--- config.mk ---
export PLATFORM = sky130hd
export DESIGN_NAME = stopwatch_ctrl
export DESIGN_NICKNAME = d
export VERILOG_FILES = /design/src/rtl/stopwatch_ctrl.sv
export SDC_FILE = /design/constraint.sdc
export NUM_CORES = 1
export LEC_CHECK = 0
export BUFFER_PORTS_ARGS = -buffer_cell sky130_fd_sc_hd__buf_2
export CORE_MARGIN = 1
export CORE_UTILIZATION = 63
export DETAILED_ROUTE_END_ITERATION = 8
export PLACE_DENSITY = 0.85
export SLEW_MARGIN = 30
export SYNTH_ARGS = -nofsm -noshare
export SYNTH_HDL_FRONTEND = slang
export SYNTH_SLANG_ARGS = --single-unit
--- constraint.sdc ---
create_clock -name clk -period 4.4 [get_ports clk]
set_clock_uncertainty 0.05 [all_clocks]
set_input_delay 0.44 -clock clk [delete_from_list [all_inputs] [get_ports clk]]
set_output_delay 0.44 -clock clk [all_outputs]
set_load 0.02 [all_outputs]
--- src/rtl/stopwatch_ctrl.sv ---
// Stopwatch controller: IDLE/RUN/PAUSE/LAP command FSM with an mm:ss.t
// counter, a lap snapshot and a sticky wrap flag.
module stopwatch_ctrl #(
  parameter int PRESCALE = 10,
  parameter int PW = $clog2(PRESCALE + 1)
) (
  input  logic       clk,
  input  logic       rst,
  input  logic       start_stop,
  input  logic       lap_clr,
  output logic [3:0] tenths,
  output logic [5:0] secs,
  output logic [5:0] mins,
  output logic       running,
  output logic       lap_frozen,
  output logic       ovf
);

  localparam logic [PW-1:0] PMAX = PW'(PRESCALE - 1);

  typedef enum logic [1:0] {
    IDLE,
    RUN,
    PAUSE,
    LAP
  } state_t;

  state_t state, state_n;

  logic [PW-1:0] pre;
  logic [3:0]    t_q, t_n, t_snap, t_d;
  logic [5:0]    s_q, s_n, s_snap, s_d;
  logic [5:0]    m_q, m_n, m_snap, m_d;

  logic counting, tick;
  logic wrap_t, wrap_s, wrap_m;
  logic ovf_set, to_idle, take_snap;

  assign counting = (state == RUN) || (state == LAP);
  assign tick     = counting && (pre == PMAX);
  assign wrap_t   = (t_q == 4'd9);
  assign wrap_s   = (s_q == 6'd59);
  assign wrap_m   = (m_q == 6'd59);
  assign ovf_set  = tick && wrap_t && wrap_s && wrap_m;

  always_comb begin
    t_n = t_q;
    s_n = s_q;
    m_n = m_q;
    if (tick) begin
      if (!wrap_t) begin
        t_n = t_q + 4'd1;
      end else begin
        t_n = 4'd0;
        if (!wrap_s) begin
          s_n = s_q + 6'd1;
        end else begin
          s_n = 6'd0;
          m_n = wrap_m ? 6'd0 : m_q + 6'd1;
        end
      end
    end
  end

  // start_stop wins over lap_clr when both arrive together
  always_comb begin
    state_n   = state;
    to_idle   = 1'b0;
    take_snap = 1'b0;
    unique case (state)
      IDLE: begin
        if (start_stop) state_n = RUN;
      end
      RUN: begin
        if (start_stop) begin
          state_n = PAUSE;
        end else if (lap_clr) begin
          state_n   = LAP;
          take_snap = 1'b1;
        end
      end
      PAUSE: begin
        if (start_stop) begin
          state_n = RUN;
        end else if (lap_clr) begin
          state_n = IDLE;
          to_idle = 1'b1;
        end
      end
      LAP: begin
        if (start_stop) state_n = PAUSE;
        else if (lap_clr) state_n = RUN;
      end
      default: state_n = IDLE;
    endcase
  end

  // Display registers track whatever the next state will show
  always_comb begin
    t_d = t_n;
    s_d = s_n;
    m_d = m_n;
    if (state_n == LAP) begin
      if (take_snap) begin
        t_d = t_q;
        s_d = s_q;
        m_d = m_q;
      end else begin
        t_d = t_snap;
        s_d = s_snap;
        m_d = m_snap;
      end
    end
  end

  always_ff @(posedge clk or negedge rst) begin
    if (!rst) begin
      state      <= IDLE;
      pre        <= '0;
      t_q        <= '0;
      s_q        <= '0;
      m_q        <= '0;
      t_snap     <= '0;
      s_snap     <= '0;
      m_snap     <= '0;
      ovf        <= 1'b0;
      tenths     <= '0;
      secs       <= '0;
      mins       <= '0;
      running    <= 1'b0;
      lap_frozen <= 1'b0;
    end else if (to_idle) begin
      state      <= IDLE;
      pre        <= '0;
      t_q        <= '0;
      s_q        <= '0;
      m_q        <= '0;
      t_snap     <= '0;
      s_snap     <= '0;
      m_snap     <= '0;
      ovf        <= 1'b0;
      tenths     <= '0;
      secs       <= '0;
      mins       <= '0;
      running    <= 1'b0;
      lap_frozen <= 1'b0;
    end else begin
      state <= state_n;
      if (counting) begin
        pre <= (pre == PMAX) ? '0 : pre + 1'b1;
      end
      t_q <= t_n;
      s_q <= s_n;
      m_q <= m_n;
      if (take_snap) begin
        t_snap <= t_q;
        s_snap <= s_q;
        m_snap <= m_q;
      end
      if (ovf_set) ovf <= 1'b1;
      tenths     <= t_d;
      secs       <= s_d;
      mins       <= m_d;
      running    <= (state_n == RUN) || (state_n == LAP);
      lap_frozen <= (state_n == LAP);
    end
  end

endmodule

---- After elaboration in Yosys (flattened, before gate mapping) ----
Index checks and enable logic that the tools add are counted.
Widths: inputs -> output; s select.
word-level totals
  input port bits ......................... 4
  bits in registers ....................... 57
  word-level logic and storage cells ...... 80
operators by class
  eq/ne operators ......................... 9
  reduce and logical (&&, ||, !) cells .... 9
  add/sub/neg operators ................... 4
  mux-type cells .......................... 44
operators with widths
  cell                 number
  $mux 6               17
  $mux 4               10
  $mux 2               8
  $add 6x1->6 const B  2
  $eq 6x6->1 const B   2
  $add 4x1->4 const B  2
  $eq 4x4->1 const B   2
  $mux 1               8
  $pmux 2 s4           1
  $eq 2x2->1 const B   3
  $eq 2x1->1 const B   2
  $logic_and 1x1->1    4
  $reduce_bool 2->1    2
  $logic_not 2->1      1
  $logic_or 1x1->1     2

---- Depth between registers and ports, before layout ----
Gate-level depths: netlist of run 1.
  depth after elaboration ................. 8
  gate-level depth with buffers ........... 7
  gate-level depth less buffers ........... 6

---- Worst setup path after synthesis of run 1 ----
No wires, ideal clock.
  path type ............................... reg-to-reg
  start ................................... register pre[1]
  end ..................................... register m_q[4]
  buffers on the path ..................... 1
  cell stages (with the launch flop) ...... 8
  setup time .............................. 78 ps
  period minus slack after synthesis ...... 2063 ps
  required time ........................... 4272 ps
  arrival time ............................ 1935 ps
  setup slack ............................. 2337 ps
  cells stage by stage .................... dfrtp_1 > inv_1 > ha_1 > nand4b_4 > or4_1 > buf_2 > or3_1 > a21oi_1
on the way
  longest elaborated chain between the ends .. 4
ends and longest elaborated chain
  element                   RTL line  text
  start: declaration        30        logic [PW-1:0] pre;
  start signal: assignment  150       pre <= (pre == PMAX) ? '0 : pre + 1'b1;
  $eq 4x4->1                40        assign tick = counting && (pre == PMAX);
  $logic_and 1x1->1         40
  $mux 6                    50        if (tick) begin
  $mux 6                    132       end else if (to_idle) begin
  end signal: assignment    154       m_q <= m_n;
  end: declaration          33        logic [5:0] m_q, m_n, m_snap, m_d;
Every way passes these cells.
A chain may end at the register's enable or synchronous reset.

---- Worst setup path after layout of run 1 ----
  start ................................... register state[0]
  end ..................................... register secs[0]
on the way
  longest elaborated chain between the ends .. 6
  elaborated cells on any way between the ends .. 21
  classes of those cells .................. eq/ne: 4; mux: 14; reduce/logical: 3
ends and longest elaborated chain
  element                                                 RTL line  text
  start: declaration                                      28        state_t state, state_n;
  start signal: assignment                                148       state <= state_n;
  $mux 2 (tied with other cells)                          92        else if (lap_clr) state_n = RUN;
  $mux 2 (tied with other cells)                          91        if (start_stop) state_n = PAUSE;
  $pmux 2 s4 / $logic_and 1x1->1 (equally long branches)  70, 40
  $eq 2x2->1 / $mux 6 (equally long branches)             103, 50
  $mux 6                                                  103       if (state_n == LAP) begin
  $mux 6 *                                                132
  end signal: assignment                                  128       secs <= '0;
  end signal: assignment                                  143       secs <= '0;
  end signal: assignment                                  162       secs <= s_d;
  end: declaration                                        12        output logic [5:0] secs,
Every way passes the cells marked *; elsewhere a longest branch is shown, timed or not.

==> results of run 1 <==
state kept, by name, summed over array words and instances, names as in the netlist:
register	cells
t_q	4
m_q	6
running	1
tenths	4
state	2
m_snap	6
pre	4
lap_frozen	1
secs	6
mins	6
ovf	1
s_snap	6
s_q	6
t_snap	4
final cells by class:
class	count	area, um2	share of cell area [%]
Clock buffer	11	131	4.19
Clock inverter	5	80.1	2.55
Inverter	5	18.8	0.598
Multi-Input combinational cell	202	1280	41.0
Sequential cell	57	1430	45.5
Tap cell	50	62.6	1.99
Timing Repair Buffer	25	133	4.23
cell usage after synthesis (all sizes together), types with 2 or more instances:
master   number
or3           3
nand3         7
a41oi         3
dfrtp        57
mux2i        11
and3b         4
buf           6
o22ai         7
a31oi         3
nand4         3
clkbuf       11
inv           5
nand2        36
nor4          2
nor4bb        3
nand4bb       2
nand4b        2
nor2b         4
nor3          3
a21oi        20
nand2b        2
o31ai         3
nor3b         2
and4b         2
nand3b        3
and3          3
o211a         2
ha            6
xor2          4
o21ai        16
a21o          3
nor2         28
o211ai        2
a22oi         2
per-stage QoR:
stage | utilization (%) | instance area, um2 | instances | setup WS, ns
CTS | 76.0 | 3130 | 355 | 1.85
finish | 76.2 | 3140 | 355 | 1.81
global route | 76.2 | 3140 | 355 | 1.73
global placement | 70.8 | 2910 | 339 | 1.97
detailed placement | 70.8 | 2910 | 339 | 1.86
floorplan | - | 2770 | 281 | 2.34
logic make-up after synthesis:
| logic type | synth area share, % |
|---|---|
| DFF | 51.4 |
| and+or+nand+nor | 21.7 |
| buffers and inverters | 3.16 |
| adders and majority gates | 2.71 |
| xor gates and xnor gates | 1.26 |
| AOI/OAI and AO/OA | 15.8 |
| muxes | 3.97 |
power by group through the flow:
stage	clock (uW)	sequential, uW	combinational (uW)
after CTS	526	956	693
final	521	962	699
after global placement	0	953	661
after detailed placement	0	960	689
after global routing	553	996	774
after floorplan	0	972	458
critical path: stages (launching register included):
cell	delay (ns)
dfrtp_1	0.63
nor4bb_4	0.36
buf_4	0.41
a21o_1	0.50
o21ai_0	0.18
a221o_1	0.33
routing by layer:
layer	part of all wire [%]	global-route usage, %	routed length [um]
met4	0.99	10.2	59
met1	45	38.8	2680
met2	48	44.1	2830
met5	0	0	0
met3	6.3	7.00	374
how the worst max path moves through the flow:
stage                         from       to  slack [ns]  depth (start not counted)
after global routing      state[0]  secs[0]        1.73                          5
after detailed placement  state[0]  secs[2]        1.86                          4
after floorplan             pre[1]   m_q[4]        2.34                          7
after global placement    state[0]  secs[2]        1.97                          4
after CTS                 state[0]  secs[2]        1.85                          4
final                     state[0]  secs[0]        1.81                          5
==> summary.md, run 1 <==
| Metric | Value |
|---|---|
| Sequential share of power | between 40% and 50% |
| Final period utilization | roughly 59% |
| N_diodes | 0 |
| Commonest cells after routing, fill and taps aside | dfrtp_1, nand2_1, nor2_1 |
| CTS Buf Count | 9 |
| Die area | 4670 um2 |
| Reg2Reg Depth | 5 |
| Reg2Reg Setup Slack | 1.81 ns |
| CP Data Required Time | 4.56 ns |
| Ports | 23 |
| Starting Density | 67.4% |
| Post-CTS Hold Fix Bufs | 0 |
| Worst-Margin Slew | 0.686 ns |
| Internal Power | around 1300 uW |
| Vias | 2262 |
| Wire per inst | 16.7 um |
| Min cycle time layout | roughly 2.6 ns |
| Total Neg Setup Slack | 0 ns |
| Fmax | 0.386 GHz |
| Syn Nets | 291 |
| H-tree Lvls | 3 |
| #FFs+latches synth | between 50 and 60 |
| Worst-path clk slew | 0.06 ns |
| Switching Share | 38.2% |
| Clock power frac | 23.9% |
| DP HPWL | 3.72 mm |
| RSZ-0062 raised after global routing | false |
| Power, Total | between 2000 and 2500 uW |
| Share of layout cells above drive strength 1 | 15.1% |
| Fillcell total | about 280 |
| Sequential fraction of the synthesis area | 51.4% |
| Crit start category | flop |
| Max Cap Viol | 0 |
| Post-Syn Area per Cell | 9.87 um2 |
| Outcome | complete, no violations |
| HP Class | input pin to asynchronous set/reset pin |
| Layout area overhead | 13.1% |
| Post-CTS Setup Inserts | 0 |
| Arr. time, crit path | 2.76 ns |
| Port buffer count | 22 |
| Post-DRT Antenna Nets | 0 |
| Vias per cell | 6.37 |
| Number of synthesized flops with an enable pin | 0 |
| Pin count of the biggest net entering global routing | 58 |
| Slew headroom | between 50% and 60% |
| Final wirelength | 5.95 mm |
| Overflow after GRT | 0 |
| P_leak | 0.00154 uW |
| Synth Flop Type | dfrtp_1 |
| Root Buffer | clkbuf_8 |
| Routability cong. | 0.873 |
| Setup Viol. Count Final | 0 |
| Post-synth top area share | ~51% |
| First-pass GRT wire length | 9.59 mm |
| Area contributors post-synth | dfrtp_1, nand2_1, mux2i_1, nor2_1, a21oi_1 |
| Synthesized instance count | 281 |
| Antenna violations before repair | 0 |
| R2R Path End | secs[0] |
| Clk sinks | 57 |
| Power Density | 695 nW/um2 |
| YS warnings | 0 |
| Drt drc | 0 |
| Comb pwr share | roughly 32% |
| Hold_ws | 0.174 ns |
| CTS tree | done |
| Clock Path Buffers | 2 |
| Worst-Skew Late Latency | around 0.33 ns |
| DR iter-0 viols | 261 |
| Die X | 68.3 um |
| Net Switching | 833 uW |
| Synth area leader | dfrtp_1 |
| Mapped Area | 2770 um2 |
| Final hold vios | 0 |
| Core area | 4120 um2 |
| Gr usage total | 28.5% |
| Setup CP Type | flop to flop |
| # rows | 23 |
| FFs w/ async S/R, synth | 100% |
| Die Y | 68.3 um |
| Resize count post-CTS | 0 |
| Vias in the first global route | a little over 2000 |
| CP Capture Type | flop |
| Number of nets in the layout | 310 |
| CP Max Fanout | 38 |
| RR Startpoint | state[0] |
| Count of different cell masters after synthesis | 49 |
| DRT Pass-1 Iters | 7 |
| Max Transition Viols Final | 0 |
| Maximum vdd drop | roughly 0.00039 V |
| Most common cell after layout, fill and taps aside | dfrtp_1 |
(Power assumes the default switching activity.)
==> inputs of run 2 (changes only) <==
--- a/config.mk
+++ b/config.mk
@@ -5,11 +5,12 @@
 export SDC_FILE = /design/constraint.sdc
 export NUM_CORES = 1
 export LEC_CHECK = 0
+export ABC_AREA = 1
 export BUFFER_PORTS_ARGS = -buffer_cell sky130_fd_sc_hd__buf_2
 export CORE_MARGIN = 1
-export CORE_UTILIZATION = 63
+export CORE_UTILIZATION = 53
 export DETAILED_ROUTE_END_ITERATION = 8
-export PLACE_DENSITY = 0.85
+export PLACE_DENSITY = 0.77
 export SLEW_MARGIN = 30
 export SYNTH_ARGS = -nofsm -noshare
 export SYNTH_HDL_FRONTEND = slang
==> constraint.sdc (replaced) <==
create_clock -name clk -period 2.11 [get_ports clk]
set_clock_uncertainty 0.05 [all_clocks]
set_input_delay 0.211 -clock clk [delete_from_list [all_inputs] [get_ports clk]]
set_output_delay 0.211 -clock clk [all_outputs]
set_load 0.02 [all_outputs]
==> summary.md, run 2 <==
| Metric | Value |
|---|---|
| Outcome | complete, no violations |
| Mapped Area | 2790 um2 (+0.63%) |
| CP Max Fanout | 18 (-53%) |
| Starting Density | 55.0% (-12 points) |
| Wire per inst | 11.6 um (-31%) |
| Post-synth top area share | 51.1% (-0.32 points) |
| FFs w/ async S/R, synth | 100% (unchanged) |
| Register area | 1430 um2 (unchanged) |
| Sequential share of power | 44.1% (about the same) |
| P_leak | 0.00166 uW (+7.3%) |
| Vias per cell | 4.90 (-23%) |
| Vias in the first global route | 1917 (-5.1%) |
| # rows | 26 (+13%) |
| Power, Total | 3590 uW (+65%) |
| Sequential fraction of the synthesis area | 51.1% (-0.32 points) |
| Final period utilization | 88.2% (+29 points) |
| Post-Syn Area per Cell | 8.18 um2 (-17%) |
| Reg2Reg Setup Slack | 0.25 ns (-1.56 ns) |
| Crit start category | flop |
| CTS tree | done |
| Ports | 23 (unchanged) |
| Power Density | 1140 nW/um2 (+64%) |
| Setup Viol. Count Final | 0 (unchanged) |
| H-tree Lvls | 3 (unchanged) |
| #FFs+latches synth | 57 (unchanged) |
| Worst Setup EP | secs[0] |
| Port buffer count | 22 (unchanged) |
| Worst-Margin Slew | 0.399 ns (-0.287 ns) |
| Core area | 5070 um2 (+23%) |
| Number of nets in the layout | 380 (+23%) |
| Syn Nets | 351 (+21%) |
| Max Cap Viol | 0 (unchanged) |
| Total Neg Setup Slack | 0 ns (unchanged) |
| DP HPWL | 3.48 mm (-6.5%) |
| RSZ-0062 raised after global routing | false |
| Comb pwr share | 31.1% (-0.9 points) |
| Vias | 2180 (-3.6%) |
| Overflow after GRT | 0 (unchanged) |
| CP Cell Sequence | inv_1 > ha_1 > nand2_1 > nor2_2 > inv_2 > nor2_8 > nand2_1 > nand2_2 > inv_1 > nand3_1 > o21ai_1 |
| Maximum vdd drop | 0.000581 V (+51%) |
| CTS Buf Count | 9 (unchanged) |
| Crit path launch | t_q[1] |
| Pin count of the biggest net entering global routing | 58 (unchanged) |
| RR Startpoint | t_q[1] |
| Min cycle time layout | 1.86 ns (-0.733 ns) |
| Share of layout cells above drive strength 1 | 16.0% (+0.92 points) |
| Area of the multi-input gates | 1090 um2 (-15%) |
| Max Transition Viols Final | 0 (unchanged) |
| Most frequent cell after synthesis | nand2_1 |
| Root Buffer | clkbuf_8 |
| Synth Flop Type | dfrtp_1 |
| Synthesized instance count | 341 (+21%) |
| Fin util | 62.1% (-14 points) |
| Commonest cells after routing, fill and taps aside | nand2_1, dfrtp_1, inv_1 |
| YS warnings | 0 (unchanged) |
| First-pass GRT wire length | 8.54 mm (-11%) |
| Post-CTS Hold Fix Bufs | 1 (+1) |
| Count of different cell masters after synthesis | 30 (-39%) |
| Post-DRT Antenna Nets | 0 (unchanged) |
| Reg2Reg Depth | 11 (+6) |
| Layout area overhead | 13.0% |
| Hold_ws | 0.0876 ns (-0.0861 ns) |
| Final wirelength | 5.17 mm (-13%) |
| Worst-path clk slew | 0.06 ns (about the same) |
| Net Switching | 1340 uW (+62%) |
| Worst-Skew Late Latency | 0.33 ns (about the same) |
| Fmax | 0.538 GHz (+39%) |
| Post-CTS Setup Inserts | 0 (unchanged) |
| Resize count post-CTS | 0 (unchanged) |
| DR iter-0 viols | 121 (-54%) |
| Setup CP Type | flop to flop |
| Routability cong. | 0.875 (+0.29%) |
| DRT Pass-1 Iters | 5 (-2) |
| Number of synthesized flops with an enable pin | 0 (unchanged) |
| Arr. time, crit path | 2.03 ns (-0.73 ns) |
| Most common cell after layout, fill and taps aside | nand2_1 |
| Synth area leader | dfrtp_1 |
| CP Capture Type | flop |
| Die area | 5560 um2 (+19%) |
| Slew headroom | 73.4% (+19 points) |
| Final hold vios | 0 (unchanged) |
| Die X | 74.6 um (+9.1%) |
| Slowest CP cell | dfrtp_1 |
| Synth cell count leaders | nand2_1, dfrtp_1, inv_1 |
| Gr usage total | 20.8% (-7.8 points) |
| Die Y | 74.6 um (+9.1%) |
| CP Data Required Time | 2.28 ns (-2.28 ns) |
| Antenna violations before repair | 0 (unchanged) |
| Pre-CTS WS | 0.252 ns (-1.61 ns) |
| Switching Share | 37.5% (-0.69 points) |
| Area contributors post-synth | dfrtp_1, nand2_1, inv_1, nor2_1, nand3_1 |
| Clock Path Buffers | 2 (unchanged) |
| HP Class | input pin to flop |
| Clk sinks | 57 (unchanged) |
| Drt drc | 0 (unchanged) |
| Final worst slack | 0.250 ns (-1.56 ns) |
| Clock power frac | 24.8% (+0.9 points) |
| R2R Path End | secs[0] |
| N_diodes | 0 (unchanged) |
| Fillcell total | 456 (+62%) |
| CP max stage delay | 0.40 ns (-0.23 ns) |
| Internal Power | 2240 uW (+66%) |
## run 2: logic make-up (layout without fill, tap and decap cells)
| family | count (synthesis) | after routing | synth area share [%] |
|---|---|---|---|
| xor+xnor | 5 | 5 | 1.84 |
| compound gates | 32 | 32 | 6.14 |
| flops | 57 | 57 | 51.1 |
| simple gates | 176 | 176 | 28.4 |
| fa+ha+maj | 6 | 6 | 2.69 |
| buf+inv | 65 | 99 | 9.78 |
## run 2: worst min path at each step
stage / startpoint / end / slack (ns) / cells after the start
global placement: rst / lap_frozen / 0.18 / 2
detailed placement: rst / lap_frozen / 0.18 / 2
global route: start_stop / running / 0.08 / 2
floorplan: rst / lap_frozen / -0.13 / 0
CTS: start_stop / running / 0.07 / 2
finish: start_stop / running / 0.09 / 2
## run 2: critical path: cells and delay by family, from the launching register on
kind / cells / cell delay, ns
flip-flops: 1 / 0.40
AND/OR/NAND/NOR: 6 / 0.82
buffers and inverters: 3 / 0.26
adder cells (fa/ha/maj): 1 / 0.14
AO/OA/AOI/OAI: 1 / 0.07
## run 2: power groups by stage
stage / registers [uW] / logic (uW) / clock network, uW
after floorplan: 1650 / 788 / 0
after global placement: 1590 / 1080 / 0
after detailed placement: 1600 / 1120 / 0
after CTS: 1580 / 1130 / 909
after global routing: 1620 / 1270 / 959
final: 1580 / 1120 / 890
## run 2: cell type report
type / instances / area share (%)
sequential: 57 / 45.3
multi-input combinational: 219 / 34.6
clock inverter: 3 / 0.476
tap: 70 / 2.78
inverter: 56 / 6.67
clock buffer: 13 / 5.04
timing repair buffer: 27 / 5.16
## run 2: through the flow
| stage | area, um2 | instances |
|---|---|---|
| floorplan | 2790 | 341 |
| global placement | 2970 | 428 |
| detailed placement | 2970 | 428 |
| CTS | 3150 | 445 |
| global route | 3150 | 445 |
| finish | 3150 | 445 |
## run 2: per-layer routing
metal / GRT usage, % / up-vias / routed length, um
li1: - / 1112 / -
met1: 26.3 / 1022 / 2460
met2: 32.9 / 38 / 2440
met3: 5.96 / 8 / 203
met4: 9.43 / 0 / 65
met5: 0 / - / 0
==> inputs of run 3 (changes only) <==
--- a/config.mk
+++ b/config.mk
@@ -7,8 +7,11 @@
 export LEC_CHECK = 0
 export ABC_AREA = 1
 export BUFFER_PORTS_ARGS = -buffer_cell sky130_fd_sc_hd__buf_2
+export CELL_PAD_IN_SITES_DETAIL_PLACEMENT = 2
+export CELL_PAD_IN_SITES_GLOBAL_PLACEMENT = 2
 export CORE_MARGIN = 1
-export CORE_UTILIZATION = 53
+export CORE_UTILIZATION = 32
+export CTS_BUF_LIST = sky130_fd_sc_hd__clkbuf_16
 export DETAILED_ROUTE_END_ITERATION = 8
 export PLACE_DENSITY = 0.77
 export SLEW_MARGIN = 30
==> summary.md, run 3 (same netlist as run 2, synthesis figures left out) <==
| Metric | Value |
|---|---|
| Outcome | complete, no violations |
| HP Class | input pin to flop |
| CP bufs+invs | 3 (unchanged) |
| Vias in the first global route | 2646 (+38%) |
| CTS tree | done |
| Fillcell total | 993 (+120%) |
| Min cycle time layout | 1.94 ns (+0.0786 ns) |
| DRT Pass-1 Iters | 4 (-1) |
| Power, Total | 4170 uW (+16%) |
| # rows | 33 (+27%) |
| Gr usage total | 20.1% (-0.70 points) |
| Root Buffer | clkbuf_16 |
| Comb pwr share | 28.7% (-2.4 points) |
| Sequential share of power | 38.6% (-5.5 points) |
| Overflow after GRT | 0 (unchanged) |
| P_leak | 0.00171 uW (+3.4%) |
| Resize count post-CTS | 0 (unchanged) |
| Fmax | 0.516 GHz (-4.1%) |
| CP max stage delay | 0.41 ns (about the same) |
| Internal Power | 2660 uW (+18%) |
| Commonest cells after routing, fill and taps aside | nand2_1, dfrtp_1, inv_1 |
| Setup Viol. Count Final | 0 (unchanged) |
| Die area | 9100 um2 (+64%) |
| Share of layout cells above drive strength 1 | 15.4% (-0.57 points) |
| Switching Share | 36.3% (-1.1 points) |
| Critical path depth | 11 (unchanged) |
| DP HPWL | 5.31 mm (+52%) |
| H-tree Lvls | 3 (unchanged) |
| Arr. time, crit path | 2.09 ns (+0.06 ns) |
| Die X | 95.4 um (+28%) |
| Total Neg Setup Slack | 0 ns (unchanged) |
| CP Capture Type | flop |
| CP Max Fanout | 18 (unchanged) |
| CP Cell Sequence | inv_1 > ha_1 > nand2_1 > nor2_2 > inv_2 > nor2_8 > nand2_1 > nand2_2 > inv_1 > nand3_1 > o21ai_1 |
| Wire per inst | 15.9 um (+37%) |
| Starting Density | 33.5% (-22 points) |
| Worst-path clk slew | 0.05 ns (about the same) |
| Worst-Margin Slew | 0.444 ns (+0.0448 ns) |
| Clk sinks | 57 (unchanged) |
| DR iter-0 viols | 125 (+3.3%) |
| Hold Path Depth | 2 (unchanged) |
| Max Cap Viol | 0 (unchanged) |
| First-pass GRT wire length | 13.5 mm (+58%) |
| Final wirelength | 7.66 mm (+48%) |
| Vias per cell | 4.81 (-1.8%) |
| Max Transition Viols Final | 0 (unchanged) |
| Antenna violations before repair | 0 (unchanged) |
| Final hold vios | 0 (unchanged) |
| RSZ-0062 raised after global routing | false |
| Layout area overhead | 18.6% |
| Drt drc | 0 (unchanged) |
| Final period utilization | 91.9% (+3.7 points) |
| Clock power frac | 32.7% (+7.9 points) |
| Power Density | 1260 nW/um2 (+11%) |
| Number of nets in the layout | 381 (+0.26%) |
| Kind of cell adding the most delay to the critical path | simple AND/OR/NAND/NOR gates |
| Worst-Skew Late Latency | 0.32 ns (about the same) |
| Slew headroom | 70.4% (-3.0 points) |
| Post-DRT Antenna Nets | 0 (unchanged) |
| Crit start category | flop |
| Core area | 8340 um2 (+64%) |
| Clock Path Buffers | 2 (unchanged) |
| Non-filler instance count after layout | 481 (+8.1%) |
| CP Data Required Time | 2.26 ns (-0.02 ns) |
| CTS Buf Count | 9 (unchanged) |
| Port buffer count | 22 (unchanged) |
| N_diodes | 0 (unchanged) |
| Routability cong. | 0.767 (-12%) |
| Vias | 2313 (+6.1%) |
| Most common cell after layout, fill and taps aside | nand2_1 |
| Ports | 23 (unchanged) |
| Net Switching | 1520 uW (+13%) |
| Maximum vdd drop | 0.000607 V (+4.5%) |
| Finished Cell Area | 3310 um2 (+5.0%) |
| Cell Area, Placed | 3020 um2 (+1.7%) |
| Reg2Reg Depth | 11 (unchanged) |
| Hold_ws | 0.109 ns (+0.0210 ns) |
| DP Cell Count | 464 (+8.4%) |
| Die Y | 95.4 um (+28%) |
| Setup CP Type | flop to flop |
| Slowest CP cell | dfrtp_1 |
| Pin count of the biggest net entering global routing | 33 (-43%) |
run 3: power groups by stage:
stage | registers [uW] | logic, uW | clock network [uW]
2_1_floorplan | 1650 | 788 | 0
3_3_place_gp | 1610 | 1120 | 0
3_5_place_dp | 1620 | 1200 | 0
4_1_cts | 1620 | 1230 | 1400
5_1_grt | 1650 | 1380 | 1440
6_report | 1610 | 1200 | 1370
run 3: path summary, 6_finish.rpt:
check                           startpoint        to  slack, ns
worst max-delay path                t_q[1]   secs[0]       0.17
worst max register to register      t_q[1]   secs[0]       0.17
max in group asynchronous              rst    s_q[2]       1.25
min in group asynchronous              rst  state[0]       0.23
worst min register to register         ovf       ovf       0.49
worst min-delay path            start_stop   running       0.11
run 3: layer usage:
metal / vias up / GRT usage, % / share of wire, %
met4: 0 / 7.96 / 1.9
met3: 11 / 3.99 / 2.1
met2: 26 / 34.5 / 51
li1: 1111 / - / -
met5: - / 0 / 0
met1: 1165 / 24.6 / 45
run 3: layout make-up:
| class | instances | area, um2 | area share [%] |
|---|---|---|---|
| clock buffers | 9 | 225 | 6.81 |
| clock inverters | 7 | 53.8 | 1.63 |
| inverters | 56 | 210 | 6.35 |
| multi-input cells | 219 | 1090 | 33.0 |
| flip-flops and latches | 57 | 1430 | 43.1 |
| well taps | 105 | 131 | 3.97 |
| repair buffers | 28 | 170 | 5.14 |
run 3: worst reg2reg max path: stages (launching register included):
cell     delay (ns)
dfrtp_1        0.41
inv_1          0.11
ha_1           0.16
nand2_1        0.07
nor2_2         0.16
inv_2          0.09
nor2_8         0.26
nand2_1        0.16
nand2_2        0.13
inv_1          0.08
nand3_1        0.08
o21ai_1        0.06
run 3: per-stage QoR:
| step | util, % | setup slack [ns] |
|---|---|---|
| 3_5_place_dp | 36.2 | 0.192 |
| 4_1_cts | 39.7 | 0.170 |
| 5_1_grt | 39.7 | 0.00221 |
| 6_report | 39.7 | 0.171 |
| 2_1_floorplan | - | 0.525 |
| 3_3_place_gp | 36.2 | 0.291 |
run 3: repair_timing:
action	in CTS	in global routing
hold buffers	1	0
endpoints found under the hold margin	38	0
setup buffers	0	0
